<file path="src/rtl/bht_predictor_if.sv">
// Lookup, update and statistics signals of the branch history table, bundled
// so the fetch/execute side (master) and the predictor (slave) share one port.
interface bht_predictor_if;
   logic [31:0] lk0_pc;
   logic        lk0_taken;
   logic [31:0] lk1_pc;
   logic        lk1_taken;
   logic        upd_valid;
   logic [31:0] upd_pc;
   logic        upd_taken;
   logic        upd_pred;
   logic [31:0] stat_branches;
   logic [31:0] stat_mispred;

   modport master (
      output lk0_pc, lk1_pc, upd_valid, upd_pc, upd_taken, upd_pred,
      input  lk0_taken, lk1_taken, stat_branches, stat_mispred
   );

   modport slave (
      input  lk0_pc, lk1_pc, upd_valid, upd_pc, upd_taken, upd_pred,
      output lk0_taken, lk1_taken, stat_branches, stat_mispred
   );
endinterface

</file>
<file path="src/rtl/bht_predictor.sv">
// Dual-port 2-bit saturating-counter branch predictor with hit/mispredict statistics.
// Optional macro BHT_GSHARE_EN folds a global taken/not-taken history into the index.
module bht_predictor #(
   parameter int         ENTRIES  = 64,
   parameter logic [1:0] CNT_INIT = 2'b01,
   parameter int         HIST_LEN = 6
) (
   input logic           clk,
   input logic           rst,
   bht_predictor_if.slave bus
);
   localparam int IDX_W = $clog2(ENTRIES);

   logic [1:0]       cnt_q [ENTRIES];
   logic [IDX_W-1:0] hist_ext;
   logic [IDX_W-1:0] lk0_idx;
   logic [IDX_W-1:0] lk1_idx;
   logic [IDX_W-1:0] upd_idx;
   logic [1:0]       upd_cnt;
   logic [1:0]       upd_next;
   logic [31:0]      branches_q;
   logic [31:0]      mispred_q;

`ifdef BHT_GSHARE_EN
   logic [HIST_LEN-1:0] hist_q;

   assign hist_ext = IDX_W'(hist_q);

   // Update indexing uses the history before this update's shift lands
   always_ff @(posedge clk) begin
      if (rst) begin
         hist_q <= '0;
      end else if (bus.upd_valid) begin
         hist_q <= HIST_LEN'({hist_q, bus.upd_taken});
      end
   end
`else
   assign hist_ext = '0;
`endif

   assign lk0_idx = bus.lk0_pc[IDX_W+1:2] ^ hist_ext;
   assign lk1_idx = bus.lk1_pc[IDX_W+1:2] ^ hist_ext;
   assign upd_idx = bus.upd_pc[IDX_W+1:2] ^ hist_ext;

   assign bus.lk0_taken = cnt_q[lk0_idx][1];
   assign bus.lk1_taken = cnt_q[lk1_idx][1];
   assign upd_cnt       = cnt_q[upd_idx];

   always_comb begin
      upd_next = upd_cnt;
      if (bus.upd_taken) begin
         if (upd_cnt != 2'b11) upd_next = upd_cnt + 2'd1;
      end else begin
         if (upd_cnt != 2'b00) upd_next = upd_cnt - 2'd1;
      end
   end

   // Reset wins over a coincident update so no training survives it
   always_ff @(posedge clk) begin
      if (rst) begin
         for (int i = 0; i < ENTRIES; i++) begin
            cnt_q[i] <= CNT_INIT;
         end
      end else if (bus.upd_valid) begin
         cnt_q[upd_idx] <= upd_next;
      end
   end

   always_ff @(posedge clk) begin
      if (rst) begin
         branches_q <= '0;
         mispred_q  <= '0;
      end else if (bus.upd_valid) begin
         if (branches_q != 32'hFFFF_FFFF) branches_q <= branches_q + 32'd1;
         if ((bus.upd_pred != bus.upd_taken) && (mispred_q != 32'hFFFF_FFFF)) begin
            mispred_q <= mispred_q + 32'd1;
         end
      end
   end

   assign bus.stat_branches = branches_q;
   assign bus.stat_mispred  = mispred_q;

   logic unused_pc_bits;
   assign unused_pc_bits = ^{bus.lk0_pc[31:IDX_W+2], bus.lk0_pc[1:0],
                             bus.lk1_pc[31:IDX_W+2], bus.lk1_pc[1:0],
                             bus.upd_pc[31:IDX_W+2], bus.upd_pc[1:0]};
endmodule

</file>
<file path="src/flat_wrapper.sv">
// flat-port wrapper written by rule: the top's interface ports become plain ports
module bht_predictor_flat 
#(
   parameter int         ENTRIES  = 64,
   parameter logic [1:0] CNT_INIT = 2'b01,
   parameter int         HIST_LEN = 6
)
  (clk, rst, bus_lk0_pc, bus_lk1_pc, bus_upd_valid, bus_upd_pc, bus_upd_taken, bus_upd_pred, bus_lk0_taken, bus_lk1_taken, bus_stat_branches, bus_stat_mispred);
  bht_predictor_if bus_i ();
  input logic clk;
  input logic rst;
  input wire logic [$bits(bus_i.lk0_pc)-1:0] bus_lk0_pc;
  input wire logic [$bits(bus_i.lk1_pc)-1:0] bus_lk1_pc;
  input wire logic [$bits(bus_i.upd_valid)-1:0] bus_upd_valid;
  input wire logic [$bits(bus_i.upd_pc)-1:0] bus_upd_pc;
  input wire logic [$bits(bus_i.upd_taken)-1:0] bus_upd_taken;
  input wire logic [$bits(bus_i.upd_pred)-1:0] bus_upd_pred;
  output wire logic [$bits(bus_i.lk0_taken)-1:0] bus_lk0_taken;
  output wire logic [$bits(bus_i.lk1_taken)-1:0] bus_lk1_taken;
  output wire logic [$bits(bus_i.stat_branches)-1:0] bus_stat_branches;
  output wire logic [$bits(bus_i.stat_mispred)-1:0] bus_stat_mispred;
  assign bus_i.lk0_pc = bus_lk0_pc;
  assign bus_i.lk1_pc = bus_lk1_pc;
  assign bus_i.upd_valid = bus_upd_valid;
  assign bus_i.upd_pc = bus_upd_pc;
  assign bus_i.upd_taken = bus_upd_taken;
  assign bus_i.upd_pred = bus_upd_pred;
  assign bus_lk0_taken = bus_i.lk0_taken;
  assign bus_lk1_taken = bus_i.lk1_taken;
  assign bus_stat_branches = bus_i.stat_branches;
  assign bus_stat_mispred = bus_i.stat_mispred;
  bht_predictor #(.ENTRIES(ENTRIES), .CNT_INIT(CNT_INIT), .HIST_LEN(HIST_LEN)) u_core (.clk(clk), .rst(rst), .bus(bus_i));
endmodule
</file>
<file path="config.mk">
export PLATFORM = sky130hd
export DESIGN_NAME = bht_predictor_flat
export DESIGN_NICKNAME = d
export VERILOG_FILES = /design/src/rtl/bht_predictor_if.sv /design/src/rtl/bht_predictor.sv /design/src/flat_wrapper.sv
export SDC_FILE = /design/constraint.sdc
export NUM_CORES = 1
export LEC_CHECK = 0
export CORE_MARGIN = 10
export CORE_UTILIZATION = 55
export DETAILED_ROUTE_END_ITERATION = 12
export GPL_TIMING_DRIVEN = 0
export PLACE_DENSITY = 0.9
export SLEW_MARGIN = 20
export SYNTH_ARGS = -nofsm -noshare
export SYNTH_HDL_FRONTEND = slang
export SYNTH_SLANG_ARGS = --single-unit
</file>
<file path="constraint.sdc">
create_clock -name clk -period 4.3 [get_ports clk]
set_clock_uncertainty 0.15 [all_clocks]
set_input_delay 0.86 -clock clk [delete_from_list [all_inputs] [get_ports clk]]
set_output_delay 0.86 -clock clk [all_outputs]
set_load 0.05 [all_outputs]
</file>
* After elaboration in Yosys (flattened, before gate mapping) *
Memory sizes are Yosys's and may differ from the RTL's.
Cells that the tools add are included.

word-level totals
  register bits = 64
  bits in writable memories = 128
  bits of input ports = 101
  output and inout port bits = 66
  word-level logic and storage cells = 27
  memories kept = 1

memory list
  name          depth  width  read ports  clocked after memory_dff  write ports  RTL line             source
  u_core.cnt_q  64     2      3           0                         64           bht_predictor.sv:14  logic [1:0] cnt_q [ENTRIES];

cells by class
  $add $sub $neg = 4
  equal/unequal tests = 4
  multiplexer cells = 11
  reduce and logical (&&, ||, !) cells = 5

operator list
  cell                                                                 number
  32-bit by 1-bit adder with 32-bit output (second input constant)     2
  32-bit != test (second input constant)                               2
  2-bit 2-to-1 mux                                                     4
  1-bit 2-to-1 mux                                                     6
  6-bit 2-to-1 mux                                                     1
  2-bit AND reduction                                                  2
  2-bit by 1-bit adder with 2-bit output (second input constant)       1
  2-bit != test (second input constant)                                1
  2-bit nonzero test                                                   1
  2-bit OR reduction                                                   1
  2-bit by 1-bit subtractor with 2-bit output (second input constant)  1
  1-bit logical AND                                                    1
  1-bit != test                                                        1

* Logic depth before layout (Yosys ltp) *
Gate-level depths: netlist of the first run.

  depth in word-level cells = 5
  mapped depth = 12
  gate-level depth less buffers = 8

* Least setup slack after synthesis of the first run *
No wires, ideal clock.

  path kind = input to output
  from = input port bus_lk0_pc[2]
  to = output port bus_lk0_taken
  data arrival time = 3.186 ns
  required time = 3.290 ns
  slack = 0.104 ns
  stages = 5
  buffers on the path = 2
  cell sequence = clkbuf_1 buf_2 mux4_2 mux4_2 mux4_2

on the way
  word-level cells in the longest chain between the ends = 1

RTL lines
  what                RTL line            source
  start: declaration  flat_wrapper.sv:12  input wire logic [$bits(bus_i.lk0_pc)-1:0] bus_lk0_pc;
  memory 64 x 2 bit   --
  end: declaration    flat_wrapper.sv:18  output wire logic [$bits(bus_i.lk0_taken)-1:0] bus_lk0_taken;

Every way passes these cells.

==> impl_metrics.tcl, run 1 <==
set metrics [dict create \
    row_count 51 \
    synth_top_family_by_area "simple AND/OR/NAND/NOR gates" \
    cts.reportedPaths.clkPinSlew_ns 0.08 \
    max_freq_ghz 0.236 \
    yosys_warnings 0 \
    syn_inst 985 \
    gp_congestion 1.03 \
    path_class "primary input to flip-flop" \
    hpwl_um 23500 \
    cts_sinks 192 \
    yosysUniqueCellTypes 62 \
    hold_class "flip-flop to flip-flop" \
    comb_power_share 0.148 \
    ys_seq_area_frac 0.471 \
    setup_viol 0 \
    synth_area_leaders "edfxtp_1, dfxtp_1, mux4_2, nand3_2, nand2_1" \
    pre_cts_slack_ns -0.850 \
    rsz0062_at_grt "false" \
    clockBufferDepth 2 \
    drc 0 \
    dpl.cell_count 1333 \
    seq_power_share 0.483 \
    clk_latency_ns 0.44 \
    vias 8890 \
    cp_top_family "buffers and inverters" \
    maxCapViolCount 0 \
    drt_pass1_iterations 8 \
    switching_power_mw 1.14 \
    final_antenna_net_count 0 \
    cts_tree "done" \
    end_kind "flip-flop" \
    synthXorXnorAreaFrac 0.0435 \
    reg2reg_depth 9 \
    fp.coreArea_mm2 0.0195 \
    synth_flop_cell "edfxtp_1" \
    crit_buf_inv 6 \
    grt_usage 0.250 \
    grt_overflow 0 \
    setup_tns_ns 0 \
    leakagePower_nw 4.04 \
    initial_core_util 0.559 \
    cp_cell_sequence "clkdlybuf4s50_1, buf_4, buf_4, buf_2, o32ai_1, o31ai_1, o211ai_1, nor4_4, maj3_2, buf_12, buf_6, nand3_2" \
    cts.hold.buffers_added 0 \
    grt_pass1_vias 8982 \
    worst-path-stages 12 \
    critPathLaunchType "primary input" \
    drive_above_1_share 0.196 \
    slowest_stage "clkdlybuf4s50_1" \
    worst_hold_slack_ns 0.355 \
    synth_mux_area_frac 0.135 \
    ios 167 \
    syn_nets 1088 \
    swShare 0.271 \
    status "complete, no violations" \
    grt_pass1_wl_um 50600 \
    die_height_um 161 \
    synth_compound_area_frac 0.0552 \
    crit_top_cell "buf_4" \
    area_delta_synth_final_pct 16.4 \
    wl_per_cell_um 24.0 \
    grt_max_degree 18 \
    layout.nets 1190 \
    synthSimpleGateAreaFrac 0.243 \
    setup_slack_ns 0.0602 \
    ctsHtreeMaxLevel 4 \
    slew_violations 0 \
    yosysTopAreaCellShare 0.353 \
    crit_fanout 10 \
    via_per_inst 6.51 \
    holdPathStages 2 \
    antenna_found_initial 0 \
    ir_drop_mv 0.325 \
    die_w_um 161 \
    power_frac_clock 0.369 \
    ys_ff_latch 192 \
    reg2reg_slack_ns 1.17 \
    synthAdderAreaFrac 0.00437 \
    fillCellCount 1445 \
    cts_buffers 17 \
    hold_viol 0 \
    fin_total_pwr_mw 4.20 \
    synth_edf_count 128 \
    dieArea_mm2 0.0258 \
    arrival_ns 4.25 \
    ys_async_sr_fraction 0 \
    p_int_mw 3.06 \
    synth.avg_cell_area_um2 11.0 \
    tightest_slew_ns 1.06 \
    period_minus_slack_ns 4.24 \
    final_cells 1365 \
    slowest_delay_ns 0.56 \
    wl_um 32700 \
    drt_iter0_markers 1209 \
    syn-cell-area_mm2 0.0109 \
    clockRootBuffer "clkbuf_16" \
    final_common_cell "edfxtp_1" \
    period_share 0.986 \
    port_buffers 83 \
    yosys.area.top_type "edfxtp_1" \
    mostFrequentLayoutCells "edfxtp_1, nand2_1, nor2_1" \
    maxSlewHeadroom 0.296 \
    critPathRequiredTime_ns 4.31 \
    pwr_density_cell_mw_per_mm2 331 \
    antenna_cells 0 \
]
==> power by group through the flow <==
stage	clock, mW	sequential, mW	combinational (mW)
floorplan	0	2.06	0.413
global placement	0	2.06	0.590
detailed placement	0	2.06	0.599
CTS	1.55	2.02	0.602
global route	1.62	2.03	0.643
finish	1.55	2.02	0.622
==> routing by layer <==
layer / wire [um] / vias to the layer above / track usage
met5: 0 / - / 0
met2: 15300 / 628 / 0.401
li1: - / 3832 / -
met1: 11600 / 4291 / 0.298
met4: 1460 / 0 / 0.110
met3: 4410 / 139 / 0.0913
==> final timing paths <==
check | start | end
worst max register to register | u_core.cnt_q[20][1] | u_core.cnt_q[1][0]
worst min-delay path | u_core.bus.stat_branches[1] | u_core.bus.stat_branches[1]
worst min register to register | u_core.bus.stat_branches[1] | u_core.bus.stat_branches[1]
worst max-delay path | bus_upd_pc[3] | u_core.cnt_q[1][0]
==> cell type report <==
cell class / instances / area [um^2] / share of cell area
inverters: 9 / 33.8 / 0.00267
well taps: 265 / 332 / 0.0262
clock buffers: 23 / 499 / 0.0394
flip-flops and latches: 192 / 5120 / 0.405
clock inverters: 9 / 72.6 / 0.00573
multi-input cells: 706 / 5250 / 0.414
plain buffers: 78 / 524 / 0.0414
repair buffers: 83 / 833 / 0.0658
==> registers in the layout, indices dropped and copies added (netlist names) <==
register                  flops
u_core.bus.stat_branches     32
u_core.cnt_q                128
u_core.bus.stat_mispred      32
==> cells by family (layout without fill, tap and decap cells) <==
kind of cell,Yosys count,count (layout)
muxes,79,79
xor gates and xnor gates,54,54
AOI/OAI and AO/OA,97,97
DFF,192,192
and+or+nand+nor,472,472
adders and majority gates,4,4
buffers and inverters,87,202
==> worst reg2reg max path, cell delays in order, from the launching register on <==
cell,delay [ns]
edfxtp_1,0.45
mux4_2,0.52
a22o_1,0.30
a221oi_2,0.22
o211ai_1,0.19
nor4_4,0.29
maj3_2,0.28
buf_12,0.16
buf_6,0.19
nand3_2,0.09
==> Yosys cell counts (5+ instances only) <==
cell type / count
a21oi_1: 16
and3_1: 17
and3b_1: 5
and4_1: 8
buf_1: 9
buf_12: 6
buf_2: 11
buf_4: 9
buf_6: 7
clkbuf_1: 36
dfxtp_1: 64
edfxtp_1: 128
inv_1: 9
mux2i_1: 23
mux4_2: 54
nand2_1: 127
nand3_1: 49
nand3_2: 48
nand3b_1: 5
nand4_1: 18
nor2_1: 114
nor3_1: 15
nor3_2: 26
o21ai_0: 43
o22ai_1: 9
or3_1: 10
xnor2_1: 11
xor2_1: 43
==> per-stage QoR <==
stage	instance area (um^2)	util
floorplan	10900	-
global route	12700	0.651
finish	12700	0.651
CTS	12600	0.650
detailed placement	12000	0.619
global placement	12000	0.619
==> repair_timing <==
action / CTS / global route
buffers inserted: 0 / 0
setup endpoints to repair: 2 / 2
gates resized for setup: 17 / 6
hold endpoints to repair: 0 / 0
pin swaps: 0 / 0
Note: power is estimated with default switching activity, not from simulation.
==> inputs of run 2 (changes only) <==
Settings changed: CORE_MARGIN 10 to unset.
==> run 2 against run 1 <==
The run now ends with design-rule violations left. Count of clock-buffer cells in the layout down 5. Sequential power is essentially flat. Final cell count did not move. Power up 1.7%. Largest cell class unchanged. Setup slack improved by 0.059 ns. Critical path type unchanged. Fmax increased by 1.4%. Wire length is 1.9% lower.
==> impl_metrics.tcl, run 2 (synthesized netlist as in run 1, its figures left out) <==
set metrics [dict create \
    cts.reportedPaths.clkPinSlew_ns 0.08 \
    crit_buf_inv 6 \
    path_class "primary input to flip-flop" \
    crit_fanout 10 \
    slowest_delay_ns 0.61 \
    tightest_slew_ns 0.974 \
    violations "design-rule violations" \
    fp.coreArea_mm2 0.0194 \
    status "complete, but fails checks" \
    placed_cell_area_mm2 0.0120 \
    cts_sinks 192 \
    largest_reg_flops 128 \
    grt_usage 0.328 \
    drt_iter0_markers 1205 \
    clockBufferDepth 2 \
    drt_pass1_iterations 11 \
    vias 8905 \
    port_buffers 83 \
    die_height_um 143 \
    rsz0062_at_grt "false" \
    cp_top_family "buffers and inverters" \
    grt_max_degree 21 \
    cp_cell_sequence "clkdlybuf4s50_1, buf_4, buf_2, clkbuf_1, o21ai_0, nor4_4, maj3_2, buf_12, buf_6, nand3_2" \
    regMostFlops "u_core.cnt_q" \
    critPathLaunchType "primary input" \
    drc 2 \
    cts_buffers 17 \
    period_minus_slack_ns 4.18 \
    setup_tns_ns 0 \
    antenna_cells 0 \
    cts.hold.buffers_added 0 \
    post_cts.repair.setup_buffers 0 \
    final_common_cell "edfxtp_1" \
    row_count 51 \
    gp_congestion 1.02 \
    wl_per_cell_um 23.5 \
    clockRootBuffer "clkbuf_16" \
    maxSlewHeadroom 0.350 \
    ir_drop_mv 0.308 \
    layout.nets 1190 \
    setup_viol 0 \
    critPathRequiredTime_ns 4.31 \
    grt_overflow 0 \
    via_per_inst 6.52 \
    initial_core_util 0.561 \
    wl_um 32100 \
    cts_tree "done" \
    clk_latency_ns 0.45 \
    arrival_ns 4.19 \
    fillCellCount 1536 \
    area_delta_synth_final_pct 16.7 \
    hpwl_um 22600 \
    antenna_found_initial 0 \
    dieArea_mm2 0.0203 \
    die_w_um 143 \
    grt_pass1_wl_um 49300 \
    ctsHtreeMaxLevel 4 \
    final_antenna_net_count 0 \
    hold_viol 0 \
    leakagePower_nw 4.06 \
    final_util 0.654 \
    period_share 0.972 \
    ios 167 \
    slowest_stage "clkbuf_1" \
    pwr_density_cell_mw_per_mm2 336 \
    end_kind "flip-flop" \
    drive_above_1_share 0.200 \
    grt_pass1_vias 8868 \
    design_area_mm2 0.0127 \
    max_freq_ghz 0.239 \
    hold_class "flip-flop to flip-flop" \
    slew_violations 0 \
    mostFrequentLayoutCells "edfxtp_1, nand2_1, nor2_1" \
    maxCapViolCount 0 \
]
==> run 2: cell count changes in the layout (fill, tap and decap cells not counted), moves of 2 or more <==
cell / change
clkinv_4: -4
clkdlybuf4s15_2: -2
clkbuf_8: -3
inv_6: +3
clkinv_8: +4
clkbuf_1: -4
clkbuf_4: -2
clkbuf_2: +5
inv_12: +2
==> run 2: path summary, 6_finish.rpt <==
path / slack [ns] / from / end / cells after the start
worst max-delay path: 0.12 / bus_upd_pc[4] / u_core.cnt_q[1][0] / 10
worst min-delay path: 0.36 / u_core.bus.stat_branches[1] / u_core.bus.stat_branches[1] / 2
worst max register to register: 1.17 / u_core.cnt_q[20][1] / u_core.cnt_q[1][0] / 9
worst min register to register: 0.36 / u_core.bus.stat_branches[1] / u_core.bus.stat_branches[1] / 2
==> run 2: per-layer routing <==
layer / routed length [um] / track usage / up-vias
li1: - / - / 3851
met1: 11400 / 0.392 / 4223
met2: 14800 / 0.526 / 662
met3: 4270 / 0.118 / 169
met4: 1660 / 0.161 / 0
met5: 0 / 0 / -
==> run 2: area by class of cell <==
class	count	area, um^2	area share
clock buffer	18	450	0.0355
multi-input combinational	706	5250	0.414
inverter	9	33.8	0.00266
sequential	192	5120	0.404
timing repair buffer	83	821	0.0647
clock inverter	14	160	0.0126
tap	265	332	0.0261
buffer	78	518	0.0408
==> run 2: worst min-delay path: cells and delay by family (launching register included) <==
kind	cells	cell delay, ns
AOI/OAI and AO/OA	1	0.06
DFF	1	0.34
and+or+nand+nor	1	0.06
==> run 2: report_power, final <==
part	leakage (nW)	switching (mW)	internal [mW]
logic	2.09	0.394	0.230
registers	1.66	0.0290	1.99
clock network	0.302	0.799	0.819
total	4.06	1.22	3.04
==> run 2: timing repair <==
action                                 CTS  global route
endpoints found under the hold margin    0             0
cloned                                   0             0
resized for setup                       14            12
setup endpoints to repair                2            16
==> run 2: per-stage QoR <==
step	setup WS, ns	power [mW]	instances	hold WS (ns)
final	0.119	4.27	1365	0.361
after floorplan	0.104	2.48	985	0.542
after CTS	-0.00671	4.25	1365	0.354
after global routing	0.0598	4.36	1365	0.392
after global placement	-0.880	2.65	1333	0.329
after detailed placement	-0.918	2.67	1333	0.340
==> inputs of run 3 (changes only) <==
Settings changed: CORE_ASPECT_RATIO set to 0.7.
==> run 3 against run 2 <==
The run ends with negative setup slack left. Critical path depth fell by 4. Die area hardly changed. Worst hold slack lost 0.0016 ns. Setup slack worse by 0.13 ns. Sequential cell count unchanged. Core utilization increased by 1.0 points. Via count up 1.5%. Sequential share of layout area decreased by 0.056 points. Fmax shrank 3.1%. Wire length grew 3.1%. Final area up 0.14%. Critical path type is now primary input to primary output. Largest power group unchanged.
==> impl_metrics.tcl, run 3 (synthesized netlist as in run 1, its figures left out) <==
set metrics [dict create \
    grt_pass1_wl_um 49200 \
    ios 167 \
    ctsHtreeMaxLevel 4 \
    period_share 1.00 \
    endpoint "bus_lk1_taken" \
    fin_total_pwr_mw 4.31 \
    hold_class "flip-flop to flip-flop" \
    path_class "primary input to primary output" \
    violations "negative setup slack" \
    end_kind "primary output" \
    wl_um 33100 \
    pre_cts_slack_ns -0.939 \
    antenna_cells 0 \
    hold_viol 0 \
    cts_buffers 17 \
    rsz0062_at_grt "false" \
    via_per_inst 6.62 \
    grt_overflow 0 \
    wl_per_cell_um 24.3 \
    post_cts.repair.setup_buffers 0 \
    final_util 0.664 \
    cts_tree "done" \
    hpwl_um 23800 \
    initial_core_util 0.569 \
    vias 9035 \
    leakagePower_nw 4.06 \
    regMostFlops "u_core.cnt_q" \
    grt_usage 0.333 \
    setup_tns_ns -0.0144 \
    worstSetupStartpoint "bus_lk1_pc[3]" \
    area_delta_synth_final_pct 16.8 \
    r2r-start "u_core.cnt_q[23][1]" \
    largest_reg_flops 128 \
    slew_violations 0 \
    drc 0 \
    reg2reg_depth 9 \
    fillCellCount 1437 \
    setup_viol 1 \
    ir_drop_mv 0.290 \
    maxSlewHeadroom 0.221 \
    tightest_slew_ns 1.16 \
    port_buffers 83 \
    layout.nets 1190 \
    cts.reportedPaths.clkPinSlew_ns 0.07 \
    critPathLaunchType "primary input" \
    gp_congestion 1.05 \
    cts_sinks 192 \
    drt_iter0_markers 1733 \
    clockRootBuffer "clkbuf_16" \
    grt_pass1_vias 8294 \
    row_count 42 \
    status "complete, but fails checks" \
    r2r-end "u_core.cnt_q[0][0]" \
    clk_latency_ns 0.45 \
    period_minus_slack_ns 4.31 \
    grt_max_degree 19 \
    max_freq_ghz 0.232 \
    final_antenna_net_count 0 \
    drt_pass1_iterations 9 \
    crit_fanout 10 \
    die_w_um 170 \
    arrival_ns 3.30 \
    setup_slack_ns -0.0144 \
    die_height_um 120 \
    drive_above_1_share 0.198 \
    pwr_density_cell_mw_per_mm2 339 \
    fp.coreArea_mm2 0.0191 \
    critPathRequiredTime_ns 3.29 \
    mostFrequentLayoutCells "edfxtp_1, nand2_1, nor2_1" \
    final_common_cell "edfxtp_1" \
    antenna_found_initial 1 \
    maxCapViolCount 0 \
    reg2reg_slack_ns 1.18 \
    clockBufferDepth 2 \
    dieArea_mm2 0.0204 \
]
## run 3: cell types whose count changed in the layout (fill, tap and decap cells not counted), sizes merged
cell,previous run,this run
inv,19,13
clkinv,4,7
clkbuf,56,57
clkdlybuf4s15,0,2
## run 3: what timing repair did
action                                  4_1_cts  5_1_grt
endpoints found under the setup margin        2        5
hold buffers                                  0        0
resized for setup                            18        5
gates cloned                                  0        0
## run 3: critical path, cell delays in order
cell             delay (ns)
buf_2                  0.27
clkbuf_2               0.41
mux4_2                 0.39
mux4_2                 0.52
mux4_2                 0.48
clkdlybuf4s15_2        0.35
## run 3: cell type report
cell class	instances	area [um^2]	share of cell area
sequential	192	5120	0.403
timing repair buffer	83	833	0.0656
multi-input combinational	706	5240	0.412
clock inverter	11	111	0.00876
tap	264	330	0.0260
buffer	78	520	0.0410
inverter	9	33.8	0.00266
clock buffer	21	514	0.0405
## run 3: metrics by stage
stage / hold slack (ns) / area, um^2 / instances
global route: 0.389 / 12700 / 1364
floorplan: 0.542 / 10900 / 985
finish: 0.360 / 12700 / 1364
CTS: 0.358 / 12700 / 1364
global placement: 0.335 / 12000 / 1332
detailed placement: 0.343 / 12000 / 1332
## run 3: worst min-delay path by stage
| stage | end | depth (start not counted) | from |
|---|---|---|---|
| 5_1_grt | u_core.bus.stat_branches[1] | 2 | u_core.bus.stat_branches[1] |
| 3_3_place_gp | u_core.bus.stat_mispred[12] | 2 | u_core.bus.stat_mispred[12] |
| 3_5_place_dp | u_core.bus.stat_mispred[12] | 2 | u_core.bus.stat_mispred[12] |
| 6_report | u_core.bus.stat_mispred[12] | 2 | u_core.bus.stat_mispred[12] |
| 2_1_floorplan | u_core.bus.stat_branches[1] | 2 | u_core.bus.stat_branches[1] |
| 4_1_cts | u_core.bus.stat_mispred[12] | 2 | u_core.bus.stat_mispred[12] |
## run 3: layer usage
layer	routed length, um	global-route usage
met5	0	0
met1	12700	0.474
met3	5400	0.119
met2	14000	0.464
met4	1040	0.124
## run 3: report_power, final
part / internal [mW] / switching (mW)
Clock: 0.883 / 0.765
Combinational: 0.233 / 0.402
Sequential: 2.00 / 0.0306
Total: 3.11 / 1.20
